===== src/rtl/tdm_demux16.sv =====
// tdm_demux16: rebuilds a parallel word from a TDM serial slot stream.
// The word is held in a valid/ready output register; drops and resyncs are flagged.
module tdm_demux16 #(
  parameter int CHANNELS = 16,
  parameter int SEL_W    = 4
) (
  input  logic                clk,
  input  logic                rst_n,
  input  logic                din,
  input  logic                din_valid,
  input  logic                frame_start,
  input  logic                dout_ready,
  input  logic                overrun_clr,
  output logic [CHANNELS-1:0] dout,
  output logic                dout_valid,
  output logic [SEL_W-1:0]    slot,
  output logic                sync_err,
  output logic                overrun
);
  typedef enum logic {IDLE, COLLECT} state_t;
  state_t              state_q, state_d;
  logic [SEL_W-1:0]    slot_q, slot_d;
  logic [CHANNELS-1:0] buf_q, buf_d;
  logic [CHANNELS-1:0] dout_q, dout_d;
  logic                dout_valid_q, dout_valid_d;
  logic                sync_err_q, sync_err_d;
  logic                overrun_q, overrun_d;
  logic                complete, room;
  logic [CHANNELS-1:0] word;
  always_comb begin
    state_d      = state_q;
    slot_d       = slot_q;
    buf_d        = buf_q;
    dout_d       = dout_q;
    dout_valid_d = dout_valid_q && !dout_ready;
    sync_err_d   = 1'b0;
    overrun_d    = overrun_clr ? 1'b0 : overrun_q;
    complete     = din_valid && !frame_start && state_q == COLLECT && slot_q == SEL_W'(CHANNELS - 1);
    room         = !dout_valid_q || dout_ready;
    word         = {din, buf_q[CHANNELS-2:0]};
    if (din_valid && frame_start) begin
      // a new frame clears the buffer so an aborted frame leaves no stale bits
      buf_d      = CHANNELS'(din);
      slot_d     = SEL_W'(1);
      state_d    = COLLECT;
      sync_err_d = state_q == COLLECT;
    end else if (din_valid && state_q == COLLECT) begin
      buf_d[slot_q] = din;
      slot_d        = complete ? '0 : slot_q + SEL_W'(1);
      state_d       = complete ? IDLE : COLLECT;
    end
    if (complete && room) begin
      dout_d       = word;
      dout_valid_d = 1'b1;
    end
    if (complete && !room) overrun_d = 1'b1;
  end
  always_ff @(posedge clk) begin
    if (!rst_n) begin
      state_q      <= IDLE;
      slot_q       <= '0;
      buf_q        <= '0;
      dout_q       <= '0;
      dout_valid_q <= 1'b0;
      sync_err_q   <= 1'b0;
      overrun_q    <= 1'b0;
    end else begin
      state_q      <= state_d;
      slot_q       <= slot_d;
      buf_q        <= buf_d;
      dout_q       <= dout_d;
      dout_valid_q <= dout_valid_d;
      sync_err_q   <= sync_err_d;
      overrun_q    <= overrun_d;
    end
  end
  assign dout       = dout_q;
  assign dout_valid = dout_valid_q;
  assign slot       = slot_q;
  assign sync_err   = sync_err_q;
  assign overrun    = overrun_q;
endmodule


===== config.mk =====
export PLATFORM = sky130hd
export DESIGN_NAME = tdm_demux16
export DESIGN_NICKNAME = d
export VERILOG_FILES = /design/src/rtl/tdm_demux16.sv
export SDC_FILE = /design/constraint.sdc
export NUM_CORES = 1
export LEC_CHECK = 0
export BUFFER_PORTS_ARGS = -buffer_cell sky130_fd_sc_hd__buf_2
export CAP_MARGIN = 20
export CELL_PAD_IN_SITES_DETAIL_PLACEMENT = 0
export CELL_PAD_IN_SITES_GLOBAL_PLACEMENT = 1
export CORE_MARGIN = 8
export CORE_UTILIZATION = 41
export DETAILED_ROUTE_END_ITERATION = 10
export PLACE_DENSITY = 0.81
export RECOVER_POWER = 50
export SLEW_MARGIN = 20
export SYNTH_ARGS = -nofsm -noshare
export SYNTH_HDL_FRONTEND = slang
export SYNTH_SLANG_ARGS = --single-unit

===== constraint.sdc =====
create_clock -name clk -period 1.87 [get_ports clk]
set_input_delay 0.374 -clock clk [delete_from_list [all_inputs] [get_ports clk]]
set_output_delay 0.374 -clock clk [all_outputs]
set_load 0.05 [all_outputs]

---- Word-level counts from Yosys, hierarchy flattened ----
Cells that the tools add are included.
storage, ports and cells
  output and inout port bits .............. 23
  register bits ........................... 40
operators by class
  bitwise logic cells ..................... 1
  reduce and logical (&&, ||, !) cells .... 18
  mux-type cells .......................... 14
  add/subtract/negate cells ............... 1
  order comparisons ....................... 2
  eq/ne operators ......................... 1
operators with widths
  cell                                                  number
  bitwise mux 16 bit                                    1
  two-way mux 1 bit                                     11
  logical AND 1 bit                                     9
  < comparator 4 x 5 -> 1 bit (second input constant)   1
  adder 4 x 1 -> 4 bit (second input constant)          1
  demux 1 bit (select 4 bit)                            1
  == test 4 bit (second input constant)                 1
  >= comparator 4 x 1 -> 1 bit (second input constant)  1
  zero test 1 bit                                       4
  two-way mux 4 bit                                     1
  nonzero test 2 bit                                    2
  AND reduction 2 bit                                   1
  OR reduction 2 bit                                    1
  logical OR 1 bit                                      1
  NOT 1 bit                                             1

---- Longest topological paths before layout ----
Gate-level depths: netlist (run 1).
  word-level depth ........................ 7
  depth in mapped cells ................... 5
  mapped depth without buffers ............ 5

---- Worst setup path before layout (run 1) ----
Ideal clock, no wire load.
  path kind ............................... reg2reg
  start point ............................. register slot_q[1] (netlist: slot[1])
  end point ............................... register dout_q[10] (netlist: dout[10])
  setup time .............................. 72 ps
  data arrival time ....................... 2025 ps
  slack ................................... -226 ps
  buffers on the path ..................... 1
  cell stages (with the launch flop) ...... 6
  path through ............................ dfxtp_1 ha_1 nand3_4 nor4_4 buf_6 mux2i_1
between the ends
  cells in the longest elaborated chain, start to end .. 3
ends and longest elaborated chain
  element                 line  source
  from (decl)             22    logic [SEL_W-1:0] slot_q, slot_d;
  from (signal assigned)  69    slot_q <= slot_d;
  == test 4 bit           38    complete = din_valid && !frame_start && state_q == COLLECT && slot_q == SEL_W'(CHANNELS - 1);
  logical AND 1 bit       38
  logical AND 1 bit       52    if (complete && room) begin
  to (signal assigned)    71    dout_q <= dout_d;
  to (decl)               24    logic [CHANNELS-1:0] dout_q, dout_d;
No other way between the ends.
A chain may end at the register's enable or synchronous reset.

---- Worst setup path after layout (run 1) ----
  start point ............................. register slot_q[0] (netlist: slot[0])
  end point ............................... register dout_q[10] (netlist: dout[10])
The elaborated chain is that of the path after synthesis.

==> impl_metrics.sql, run 1 <==
INSERT INTO impl_metrics (metric_group, metric, value, unit) VALUES
('synth', 'yosysTopAreaCellShare', '0.4558', ''),
('grt', 'grt_pass1_vias', '1353', ''),
('floorplanning', 'io-pin-count', '30', ''),
('clocking', 'clock-sinks', '39', ''),
('clocking', 'clk_transition_reported_paths', '0.07', 'ns'),
('finish', 'design_area', '2011', 'sq um'),
('timing', 'max_clock_freq', '654.3', 'MHz'),
('clocking', 'cts_hold_fix_bufs', '0', ''),
('clocking', 'clock_tree_from_tritoncts', 'built', ''),
('place', 'detailed_place.area', '1924', 'sq um'),
('critical_path', 'cp.arrival', '1.75', 'ns'),
('detailed_routing', 'drt-vias-per-instance', '5.022', ''),
('power_and_ir_drop', 'p_leak', '0.7854', 'nW'),
('clocking', 'clock_tree.htree_level_count', '2', ''),
('timing', 'worst_slew_margin_rel', '0.5983', ''),
('timing', 'setup_total_negative_slack', '0', 'ns'),
('floorplanning', 'chipHeight', '80.64', 'um'),
('synth', 'yosys_warnings', '0', ''),
('power_and_ir_drop', 'power.share.switching', '0.2263', ''),
('clocking', 'cts_max_path_buffers', '2', ''),
('power_and_ir_drop', 'areal_power_density_over_the_cells', '811.3', 'nW/um^2'),
('synth', 'post_synth_num_cell_types', '33', ''),
('critical_path', 'crit-reg2reg-launch', 'slot[0]$_SDFFE_PN0P_', ''),
('synth', 'synth_enable_flop_cells', '0', ''),
('synth', 'post-synth-top-count-cell', 'sky130_fd_sc_hd__nand2_1', ''),
('critical_path', 'r2r_setup_slack', '0.34', 'ns'),
('grt', 'global_router_s_overall_resource_usage', '0.1182', ''),
('timing', 'final_period_minus_worst_setup_slack', '1.528', 'ns'),
('detailed_routing', 'drt_iter0_markers', '62', ''),
('clocking', 'clock_latency', '0.29', 'ns'),
('finish', 'final_layout_size_suffix_gt1_frac', '0.1448', ''),
('floorplanning', 'design.die.area', '6502', 'sq um'),
('synth', 'synth.ff_latch_count', '39', ''),
('run', 'max_cap_viol_count', '0', ''),
('place', 'dpl.hpwl', '2554', 'um'),
('timing', 'finClkSkew', '0.004312', 'ns'),
('synth', 'synth.top_cells.by_count', '57 x sky130_fd_sc_hd__nand2_1, 39 x sky130_fd_sc_hd__dfxtp_1, 28 x sky130_fd_sc_hd__mux2i_1', ''),
('finish', 'final-instance-count-excl-fill', '271', ''),
('critical_path', 'worst-setup-path-type', 'flip-flop to flip-flop', ''),
('timing', 'drv_slew', '0', ''),
('hold_path', 'hold_path.class', 'input pin to flip-flop', ''),
('run_status', 'outcome', 'complete, no violations', ''),
('detailed_routing', 'post_drt_wl_per_cell', '13.05', 'um'),
('hold_path', 'min_delay_path_depth', '3', ''),
('power_and_ir_drop', 'share_comb_of_total_power', '0.057', ''),
('floorplanning', 'die_width', '80.64', 'um'),
('synth', 'netlist.top_cell.by_area', 'sky130_fd_sc_hd__dfxtp_1', ''),
('power_and_ir_drop', 'internal_power', '0.001262', 'W'),
('floorplanning', 'design.core.area', '4000', 'sq um'),
('finish', 'syn_to_final_growth', '17.39', '%'),
('floorplanning', 'initial_core_utilization', '0.4282', ''),
('hold_path', 'hold_path_endpoint', 'dout[15]$_SDFFE_PN0P_', ''),
('timing', 'setup_viol', '0', ''),
('clocking', 'cts_post_setup_buffers_inserted', '0', ''),
('synth', 'synth-async-reset-ratio', '0', ''),
('hold_path', 'min_from', 'din', ''),
('critical_path', 'path_cells', 'ha_1, nand3_4, nor4_4, buf_4, mux2i_1', ''),
('clocking', 'cts_made_buffers', '5', ''),
('clocking', 'cts_root_buffer', 'sky130_fd_sc_hd__clkbuf_8', ''),
('synth', 'netlist_instances', '189', ''),
('power_and_ir_drop', 'max-vdd-ir-drop', '0.0003391', 'V'),
('grt', 'overall_overflow_remaining_after_global_route', '0', ''),
('critical_path', 'critical_path.max_stage_delay', '0.44', 'ns'),
('timing', 'finalHoldViolations', '0', ''),
('floorplanning', 'std_cell_rows', '23', ''),
('finish', 'antenna_cells', '0', ''),
('finish', 'fill_cells', '398', ''),
('synth', 'netlist_top_cells_area', 'sky130_fd_sc_hd__dfxtp_1 46%, sky130_fd_sc_hd__mux2i_1 16%, sky130_fd_sc_hd__nand2_1 12%', ''),
('timing', 'transition_time_of_the_tightest_slew_check_pin', '0.6051', 'ns'),
('critical_path', 'cp-end-kind', 'flip-flop', ''),
('detailed_routing', 'wirelength', '3537', 'um');
==> placed cells by master, fill, tap and decap left out, types with 2 or more instances in the layout <==
cell / count
sky130_fd_sc_hd__a21oi_1: 2
sky130_fd_sc_hd__a31o_2: 2
sky130_fd_sc_hd__and3_1: 4
sky130_fd_sc_hd__buf_2: 10
sky130_fd_sc_hd__buf_4: 8
sky130_fd_sc_hd__clkbuf_1: 19
sky130_fd_sc_hd__clkbuf_8: 5
sky130_fd_sc_hd__dfxtp_1: 37
sky130_fd_sc_hd__dfxtp_2: 2
sky130_fd_sc_hd__ha_1: 4
sky130_fd_sc_hd__inv_1: 2
sky130_fd_sc_hd__mux2i_1: 28
sky130_fd_sc_hd__nand2_1: 57
sky130_fd_sc_hd__nand2b_1: 3
sky130_fd_sc_hd__nand3_1: 5
sky130_fd_sc_hd__nand3b_1: 2
sky130_fd_sc_hd__nand4_1: 5
sky130_fd_sc_hd__nor2_1: 3
sky130_fd_sc_hd__nor2b_1: 3
sky130_fd_sc_hd__o21ai_0: 2
==> layout make-up <==
type | count | area (sq um) | area share
multi-input cells | 135 | 863.3 | 0.4294
well taps | 50 | 62.56 | 0.03111
flip-flops and latches | 39 | 783.3 | 0.3895
inverters | 2 | 7.507 | 0.003734
clock buffers | 5 | 68.82 | 0.03423
repair buffers | 37 | 181.4 | 0.09023
clock inverters | 3 | 43.79 | 0.02178
==> sequential cells by signal, indices dropped and copies added (netlist names) <==
register,flops
state_q,1
buf_q,15
slot,4
overrun,1
dout_valid,1
dout,16
sync_err,1
==> power by group through the flow <==
stage	clock network [W]	registers, W	logic [W]
finish	0.000694	0.000845	0.0000926
floorplan	0	0.000873	0.0000534
detailed placement	0	0.000866	0.0000931
CTS	0.000719	0.000846	0.0000932
global route	0.000753	0.000846	0.000103
global placement	0	0.000865	0.0000929
==> worst max path at each step <==
stage	cells after the start	slack (ns)	endpoint
after floorplan	5	0.04	dout[10]$_SDFFE_PN0P_
after global placement	5	0.40	dout[10]$_SDFFE_PN0P_
after detailed placement	5	0.38	dout[10]$_SDFFE_PN0P_
after CTS	5	0.39	dout[10]$_SDFFE_PN0P_
after global routing	5	0.22	dout[9]$_SDFFE_PN0P_
final	5	0.34	dout[10]$_SDFFE_PN0P_
==> critical path, delay by kind of cell, from the launching register on <==
kind,cells,cell delay [ns]
DFF,1,0.44
and+or+nand+nor,2,0.31
buffers and inverters,1,0.26
adders and majority gates,1,0.25
muxes,1,0.20
==> metrics by stage <==
step	util	hold WS (ns)	total power (W)	setup WS [ns]
final	0.5027	0.3671	0.001631	0.3416
after global routing	0.5027	0.3890	0.001702	0.2161
after CTS	0.5092	0.3574	0.001658	0.3855
after detailed placement	0.4811	0.4436	0.0009587	0.3790
after global placement	0.4811	0.4406	0.0009582	0.4021
after floorplan	-	0.4351	0.0009267	0.03560
==> per-layer routing <==
metal	up-vias	wire length (um)	global-route usage
met1	630	1715	0.1420
met5	-	0	0
li1	705	-	-
met3	5	139	0.02679
met2	21	1624	0.1893
met4	0	57	0.06545
==> logic make-up after synthesis <==
| kind of cell | count (synthesis) | share of synthesized area |
|---|---|---|
| adder cells (fa/ha/maj) | 4 | 0.02922 |
| AND/OR/NAND/NOR | 88 | 0.2484 |
| buffers and inverters | 15 | 0.04018 |
| XOR/XNOR | 1 | 0.005114 |
| multiplexers | 28 | 0.1636 |
| AO/OA/AOI/OAI | 14 | 0.05772 |
| flip-flops | 39 | 0.4558 |
No activity file was read; power rests on OpenSTA's default activity.
==> run 2: changes to the inputs <==
- CORE_UTILIZATION: 41 -> 37
- PLACE_DENSITY: 0.81 -> 0.77
- clock period: 1.87 -> 1.3 ns (I/O delays scaled with it)
==> run 2 against run 1 <==
The run now ends with negative setup slack left. Non-clock buffer count increased by 8. Clock skew rose by 0.0052 ns. Routed wire length grew 6.2%. Register-to-register slack lost 0.35 ns. Sequential power up 43%. First-iteration DRC count is 31% higher. Core utilization down 1.2 points. Clock power up 36%. Combinational power increased by 65%. Fmax increased by 16%. Total power rose by 42%. Critical path type unchanged. Critical endpoint is now dout[14]$_SDFFE_PN0P_.
==> impl_metrics.sql, run 2 (synthesized netlist as in run 1, its figures left out) <==
INSERT INTO impl_metrics (metric_group, metric, value, unit) VALUES
('run_status', 'outcome', 'complete, but fails checks', ''),
('run_status', 'violations', 'negative setup slack', ''),
('power_and_ir_drop', 'areal_power_density_over_the_cells', '1066', 'nW/um^2'),
('detailed_routing', 'drt_iter0_markers', '81', ''),
('detailed_routing', 'post_drt_wl_per_cell', '13.37', 'um'),
('clocking', 'clk_transition_reported_paths', '0.08', 'ns'),
('critical_path', 'startpoint_type', 'flip-flop', ''),
('timing', 'hold-worst-slack', '0.2612', 'ns'),
('timing', 'worst_slew_margin_rel', '0.7951', ''),
('detailed_routing', 'remaining_drc_errors', '0', ''),
('timing', 'setup_total_negative_slack', '-0.05348', 'ns'),
('critical_path', 'worst-setup-path-type', 'flip-flop to flip-flop', ''),
('finish', 'fin_nets', '239', ''),
('place', 'dpl.hpwl', '2683', 'um'),
('power_and_ir_drop', 'total_power', '0.002309', 'W'),
('timing', 'finClkSkew', '0.009549', 'ns'),
('timing', 'max_clock_freq', '761.5', 'MHz'),
('detailed_routing', 'ant_nets', '0', ''),
('critical_path', 'cp-end-kind', 'flip-flop', ''),
('grt', 'grt_pass1_vias', '1378', ''),
('power_and_ir_drop', 'p_leak', '0.9013', 'nW'),
('critical_path', 'crit_required', '1.53', 'ns'),
('grt', 'wire_length_of_the_first_global_routing_pass', '6513', 'um'),
('finish', 'largest_reg_flops', '16', ''),
('clocking', 'clock_latency', '0.30', 'ns'),
('floorplanning', 'initial_core_utilization', '0.3880', ''),
('finish', 'final-instance-count-excl-fill', '281', ''),
('finish', 'antenna_cells', '0', ''),
('timing', 'setup_viol', '8', ''),
('critical_path', 'critical_path.max_stage_delay', '0.39', 'ns'),
('place', 'placed_cells', '273', ''),
('power_and_ir_drop', 'max-vdd-ir-drop', '0.0003832', 'V'),
('finish', 'mostFrequentLayoutCell', 'sky130_fd_sc_hd__nand2_1', ''),
('critical_path', 'cp.arrival', '1.54', 'ns'),
('floorplanning', 'die_width', '84.04', 'um'),
('timing', 'final_period_minus_worst_setup_slack', '1.313', 'ns'),
('grt', 'pin_count_of_the_biggest_net_entering_global_routing', '28', ''),
('grt', 'overall_overflow_remaining_after_global_route', '0', ''),
('timing', 'transition_time_of_the_tightest_slew_check_pin', '0.3067', 'ns'),
('critical_path', 'highest_delay_cell_along_the_critical_path', 'sky130_fd_sc_hd__dfxtp_4', ''),
('detailed_routing', 'vias', '1402', ''),
('clocking', 'cts_root_buffer', 'sky130_fd_sc_hd__clkbuf_8', ''),
('clocking', 'clock_tree_from_tritoncts', 'built', ''),
('grt', 'antenna_found_initial', '0', ''),
('hold_path', 'hold_path.class', 'input pin to flip-flop', ''),
('timing', 'grt_setup_unrepaired', 'true', ''),
('floorplanning', 'design.core.area', '4414', 'sq um'),
('timing', 'drv_slew', '0', ''),
('timing', 'period_share', '1.010', ''),
('clocking', 'cts_made_buffers', '5', ''),
('detailed_routing', 'wirelength', '3757', 'um'),
('grt', 'global_router_s_overall_resource_usage', '0.1114', ''),
('finish', 'syn_to_final_growth', '26.52', '%'),
('finish', 'final_layout_size_suffix_gt1_frac', '0.3057', ''),
('detailed_routing', 'drt-vias-per-instance', '4.989', ''),
('place', 'place.gp.congestion', '0.7896', ''),
('clocking', 'clock_tree.htree_level_count', '2', ''),
('timing', 'worst_slack', '-0.01325', 'ns'),
('floorplanning', 'design.die.area', '7063', 'sq um'),
('critical_path', 'path_cells', 'ha_4, nand3_4, nor4_4, buf_12, mux2i_1', ''),
('place', 'number_of_buffers_added_on_ports', '29', ''),
('run', 'max_cap_viol_count', '0', ''),
('floorplanning', 'chipHeight', '84.04', 'um'),
('detailed_routing', 'firstDrtPassIters', '4', ''),
('clocking', 'cts_max_path_buffers', '2', ''),
('clocking', 'clock-sinks', '39', ''),
('critical_path', 'critPathMaxFanout', '16', ''),
('floorplanning', 'io-pin-count', '30', ''),
('floorplanning', 'std_cell_rows', '24', ''),
('timing', 'finalHoldViolations', '0', ''),
('finish', 'layout.cells.most_common_list', '56 x sky130_fd_sc_hd__nand2_1, 34 x sky130_fd_sc_hd__dfxtp_1, 28 x sky130_fd_sc_hd__mux2i_1, 18 x sky130_fd_sc_hd__clkbuf_2, 13 x sky130_fd_sc_hd__buf_4', '');
-- run 2: cell types whose count changed in the layout (fill, tap and decap cells not counted), moves of 2 or more --
cell	before	now
sky130_fd_sc_hd__and3_1	4	2
sky130_fd_sc_hd__and3_4	0	2
sky130_fd_sc_hd__buf_2	10	12
sky130_fd_sc_hd__buf_4	8	13
sky130_fd_sc_hd__clkbuf_1	19	1
sky130_fd_sc_hd__clkbuf_2	0	18
sky130_fd_sc_hd__dfxtp_1	37	34
sky130_fd_sc_hd__dfxtp_4	0	4
sky130_fd_sc_hd__ha_1	4	2
sky130_fd_sc_hd__nand3_1	5	2
sky130_fd_sc_hd__nand3_2	0	3
-- run 2: worst paths after layout --
| kind | start | slack [ns] | end | depth (start not counted) |
|---|---|---|---|---|
| hold / removal | din | 0.26 | dout[15]$_SDFFE_PN0P_ | 3 |
| setup reg to reg | slot[0]$_SDFFE_PN0P_ | -0.01 | dout[14]$_SDFFE_PN0P_ | 5 |
| hold reg to reg | dout[5]$_SDFFE_PN0P_ | 0.46 | dout[5]$_SDFFE_PN0P_ | 2 |
| setup / recovery | slot[0]$_SDFFE_PN0P_ | -0.01 | dout[14]$_SDFFE_PN0P_ | 5 |
-- run 2: area by class of cell --
class                   instances  area, sq um
clock buffers                   6        93.84
clock inverters                 2        13.76
fillers                       441         2247
inverters                       2        7.507
multi-input cells             135        918.4
flip-flops and latches         39        797.0
well taps                      52        65.06
repair buffers                 45        271.5
-- run 2: power breakdown --
group,internal [W],switching [W],leakage [nW]
clock network,0.000494,0.000451,0.0563
registers,0.00120,0.0000128,0.318
logic,0.0000526,0.000101,0.527
total,0.00174,0.000565,0.901
-- run 2: timing repair --
item | CTS | global route
gates resized for setup | 1 | 9
buffers inserted | 0 | 0
pin swaps | 0 | 1
hold buffers | 0 | 0
endpoints found under the setup margin | 17 | 24
gates cloned | 0 | 0
-- run 2: per-stage QoR --
stage	setup WS [ns]	utilization	area, sq um
2_1_floorplan	-0.3169	-	1764
3_3_place_gp	0.02863	0.4600	2031
3_5_place_dp	-0.001429	0.4600	2031
4_1_cts	-0.02147	0.4844	2138
5_1_grt	-0.1095	0.4909	2167
6_report	-0.01325	0.4909	2167
-- run 2: per-layer routing --
layer | vias up | wire, um | track usage
met2 | 31 | 1750 | 0.1797
met1 | 647 | 1763 | 0.1301
met5 | - | 0 | 0
li1 | 722 | - | -
met3 | 2 | 215 | 0.04395
met4 | 0 | 27 | 0.03768
-- run 2: critical path: cells and delay by family (launching register included) --
family | cells | cell delay, ns
DFF | 1 | 0.39
and+or+nand+nor | 2 | 0.28
adders and majority gates | 1 | 0.15
buffers and inverters | 1 | 0.21
muxes | 1 | 0.19
==> run 3: changes to the inputs <==
- CORE_MARGIN: 8 -> 2
- RECOVER_POWER: 50 -> 100
==> run 3 against run 2 <==
The flow still finishes with violations (negative setup slack). Highest routed layer unchanged. Sequential power about the same. Clock-buffer cell count increased by 1. Sequential share of layout area decreased by 1.1 points. Worst hold slack got worse by 0.024 ns. Register-to-register slack got worse by 0.03 ns. Largest cell class unchanged. Fmax decreased by 2.3%. First-iteration DRC count decreased by 36%. Die area decreased by 27%. Design area increased by 3.2%. Clock skew decreased by 0.0034 ns. Total power increased by 1.6%. Via count increased by 4.5%.
==> impl_metrics.sql, run 3 (synthesized netlist as in run 1, its figures left out) <==
INSERT INTO impl_metrics (metric_group, metric, value, unit) VALUES
('power_and_ir_drop', 'areal_power_density_over_the_cells', '1049', 'nW/um^2'),
('hold_path', 'min_delay_path_depth', '3', ''),
('floorplanning', 'io-pin-count', '30', ''),
('grt', 'pin_count_of_the_biggest_net_entering_global_routing', '46', ''),
('power_and_ir_drop', 'pwr-share-clk', '0.412', ''),
('detailed_routing', 'post_drt_wl_per_cell', '13.19', 'um'),
('power_and_ir_drop', 'power.share.switching', '0.2300', ''),
('hold_path', 'hold_path_endpoint', 'sync_err$_SDFF_PN0_', ''),
('place', 'number_of_buffers_added_on_ports', '29', ''),
('detailed_routing', 'remaining_drc_errors', '0', ''),
('grt', 'global_router_s_overall_resource_usage', '0.1555', ''),
('timing', 'final_period_minus_worst_setup_slack', '1.344', 'ns'),
('run', 'max_cap_viol_count', '0', ''),
('critical_path', 'r2r_setup_slack', '-0.04', 'ns'),
('clocking', 'cts_max_path_buffers', '2', ''),
('power_and_ir_drop', 'max-vdd-ir-drop', '0.0005361', 'V'),
('timing', 'finalHoldViolations', '0', ''),
('finish', 'postLayoutCoreUtil', '0.5065', ''),
('critical_path', 'critPathMaxFanout', '8', ''),
('timing', 'period_share', '1.034', ''),
('floorplanning', 'std_cell_rows', '24', ''),
('clocking', 'cts_made_buffers', '5', ''),
('critical_path', 'crit_required', '1.52', 'ns'),
('place', 'place_ws', '-0.02942', 'ns'),
('floorplanning', 'initial_core_utilization', '0.3880', ''),
('place', 'dpl.hpwl', '2593', 'um'),
('power_and_ir_drop', 'power.sequential.fraction', '0.516', ''),
('timing', 'max_clock_freq', '744.2', 'MHz'),
('run_status', 'violations', 'negative setup slack', ''),
('timing', 'grt_setup_unrepaired', 'true', ''),
('grt', 'antenna_found_initial', '0', ''),
('finish', 'largest_reg_flops', '16', ''),
('floorplanning', 'design.die.area', '5190', 'sq um'),
('detailed_routing', 'ant_nets', '0', ''),
('hold_path', 'hold_path.class', 'input pin to flip-flop', ''),
('critical_path', 'crit-reg2reg-launch', 'slot[1]$_SDFFE_PP0P_', ''),
('place', 'place.gp.congestion', '0.8162', ''),
('critical_path', 'cp.arrival', '1.56', 'ns'),
('finish', 'syn_to_final_growth', '30.53', '%'),
('clocking', 'clock_tree.htree_level_count', '2', ''),
('timing', 'setup_viol', '16', ''),
('place', 'detailed_place.area', '2066', 'sq um'),
('power_and_ir_drop', 'internal_power', '0.001806', 'W'),
('detailed_routing', 'firstDrtPassIters', '4', ''),
('power_and_ir_drop', 'p_leak', '0.9506', 'nW'),
('clocking', 'clk_transition_reported_paths', '0.08', 'ns'),
('floorplanning', 'chipHeight', '72.04', 'um'),
('critical_path', 'cp-end-kind', 'flip-flop', ''),
('detailed_routing', 'drt_iter0_markers', '52', ''),
('detailed_routing', 'vias', '1465', ''),
('timing', 'drv_slew', '0', ''),
('finish', 'fin_nets', '246', ''),
('finish', 'design_area', '2236', 'sq um'),
('timing', 'finClkSkew', '0.006140', 'ns'),
('clocking', 'clock_tree_from_tritoncts', 'built', ''),
('floorplanning', 'design.core.area', '4414', 'sq um'),
('clocking', 'clock_latency', '0.29', 'ns'),
('detailed_routing', 'drt-vias-per-instance', '5.087', ''),
('finish', 'final_layout_size_suffix_gt1_frac', '0.3093', ''),
('clocking', 'cts_hold_fix_bufs', '0', ''),
('power_and_ir_drop', 'power.net_switching', '0.0005396', 'W'),
('place', 'placed_cells', '276', ''),
('timing', 'worst_slew_margin_rel', '0.7844', ''),
('floorplanning', 'die_width', '72.04', 'um'),
('finish', 'antenna_cells', '0', ''),
('grt', 'wire_length_of_the_first_global_routing_pass', '6258', 'um'),
('finish', 'final-instance-count-excl-fill', '288', ''),
('grt', 'grt_pass1_vias', '1354', ''),
('finish', 'mostFrequentLayoutCell', 'sky130_fd_sc_hd__nand2_1', ''),
('detailed_routing', 'wirelength', '3799', 'um'),
('finish', 'layout.cells.most_common_list', '56 x sky130_fd_sc_hd__nand2_1, 34 x sky130_fd_sc_hd__dfxtp_1, 28 x sky130_fd_sc_hd__mux2i_1, 19 x sky130_fd_sc_hd__clkbuf_2, 19 x sky130_fd_sc_hd__buf_4', ''),
('hold_path', 'min_from', 'frame_start', ''),
('clocking', 'clock-sinks', '39', ''),
('power_and_ir_drop', 'share_comb_of_total_power', '0.072', ''),
('critical_path', 'r2r.worst_path.cells', '6', ''),
('critical_path', 'worst-setup-path-type', 'flip-flop to flip-flop', ''),
('timing', 'worst_slack', '-0.04372', 'ns'),
('run_status', 'outcome', 'complete, but fails checks', ''),
('clocking', 'cts_root_buffer', 'sky130_fd_sc_hd__clkbuf_8', ''),
('timing', 'transition_time_of_the_tightest_slew_check_pin', '0.3227', 'ns'),
('critical_path', 'crit-reg2reg-capture', 'dout[7]$_SDFFE_PN0P_', ''),
('grt', 'overall_overflow_remaining_after_global_route', '0', ''),
('critical_path', 'startpoint_type', 'flip-flop', '');
[run 3: worst max-delay path, stage by stage (launching register included)]
cell and delay (ns):
sky130_fd_sc_hd__dfxtp_4 0.38, sky130_fd_sc_hd__ha_4 0.15, sky130_fd_sc_hd__nand3_4 0.08, sky130_fd_sc_hd__nor4_4 0.13
sky130_fd_sc_hd__buf_4 0.18, sky130_fd_sc_hd__buf_12 0.14, sky130_fd_sc_hd__mux2i_1 0.19
[run 3: cell type report]
class	instances	area, sq um
Fill cell	439	2178
Multi-Input combinational cell	135	895.9
Sequential cell	39	797.0
Timing Repair Buffer	52	357.8
Clock buffer	7	107.6
Tap cell	52	65.06
Inverter	2	7.507
Clock inverter	1	5.005
[run 3: worst max path at each step]
stage | from | to | slack (ns) | cells past startpoint
final | slot[1]$_SDFFE_PP0P_ | dout[7]$_SDFFE_PN0P_ | -0.04 | 6
after global routing | slot[1]$_SDFFE_PP0P_ | dout[11]$_SDFFE_PN0P_ | -0.12 | 6
after CTS | slot[0]$_SDFFE_PN0P_ | dout[7]$_SDFFE_PN0P_ | -0.05 | 5
after detailed placement | slot[0]$_SDFFE_PN0P_ | dout[7]$_SDFFE_PN0P_ | -0.03 | 5
after global placement | slot[0]$_SDFFE_PN0P_ | buf_q[3]$_SDFFE_PP0P_ | 0.04 | 5
after floorplan | slot[2]$_SDFFE_PP0P_ | dout[10]$_SDFFE_PN0P_ | -0.32 | 5
[run 3: metal layers]
layer	track usage	routed length (um)
met1	0.2040	1831
met2	0.2428	1747
met3	0.04306	168
met4	0.06289	53
met5	0	0
[run 3: per-stage QoR]
step / setup TNS, ns / hold slack (ns) / total power (W)
floorplan: -4.085 / 0.4022 / 0.001330
global placement: 0 / 0.4400 / 0.001399
detailed placement: -0.09787 / 0.4428 / 0.001400
CTS: -0.3596 / 0.2304 / 0.002364
global route: -1.857 / 0.2409 / 0.002437
finish: -0.4575 / 0.2372 / 0.002345
[run 3: power groups by stage]
stage | clock (W) | sequential [W] | combinational (W)
floorplan | 0 | 0.00125 | 0.0000778
global placement | 0 | 0.00124 | 0.000160
detailed placement | 0 | 0.00124 | 0.000160
CTS | 0.000992 | 0.00121 | 0.000161
global route | 0.00104 | 0.00121 | 0.000184
finish | 0.000966 | 0.00121 | 0.000169
[run 3: repair_timing]
item                                    CTS  global route
gates resized for setup                   2             9
hold endpoints to repair                  0             0
setup buffers                             0             3
endpoints found under the setup margin   18            29
gates cloned                              0             1
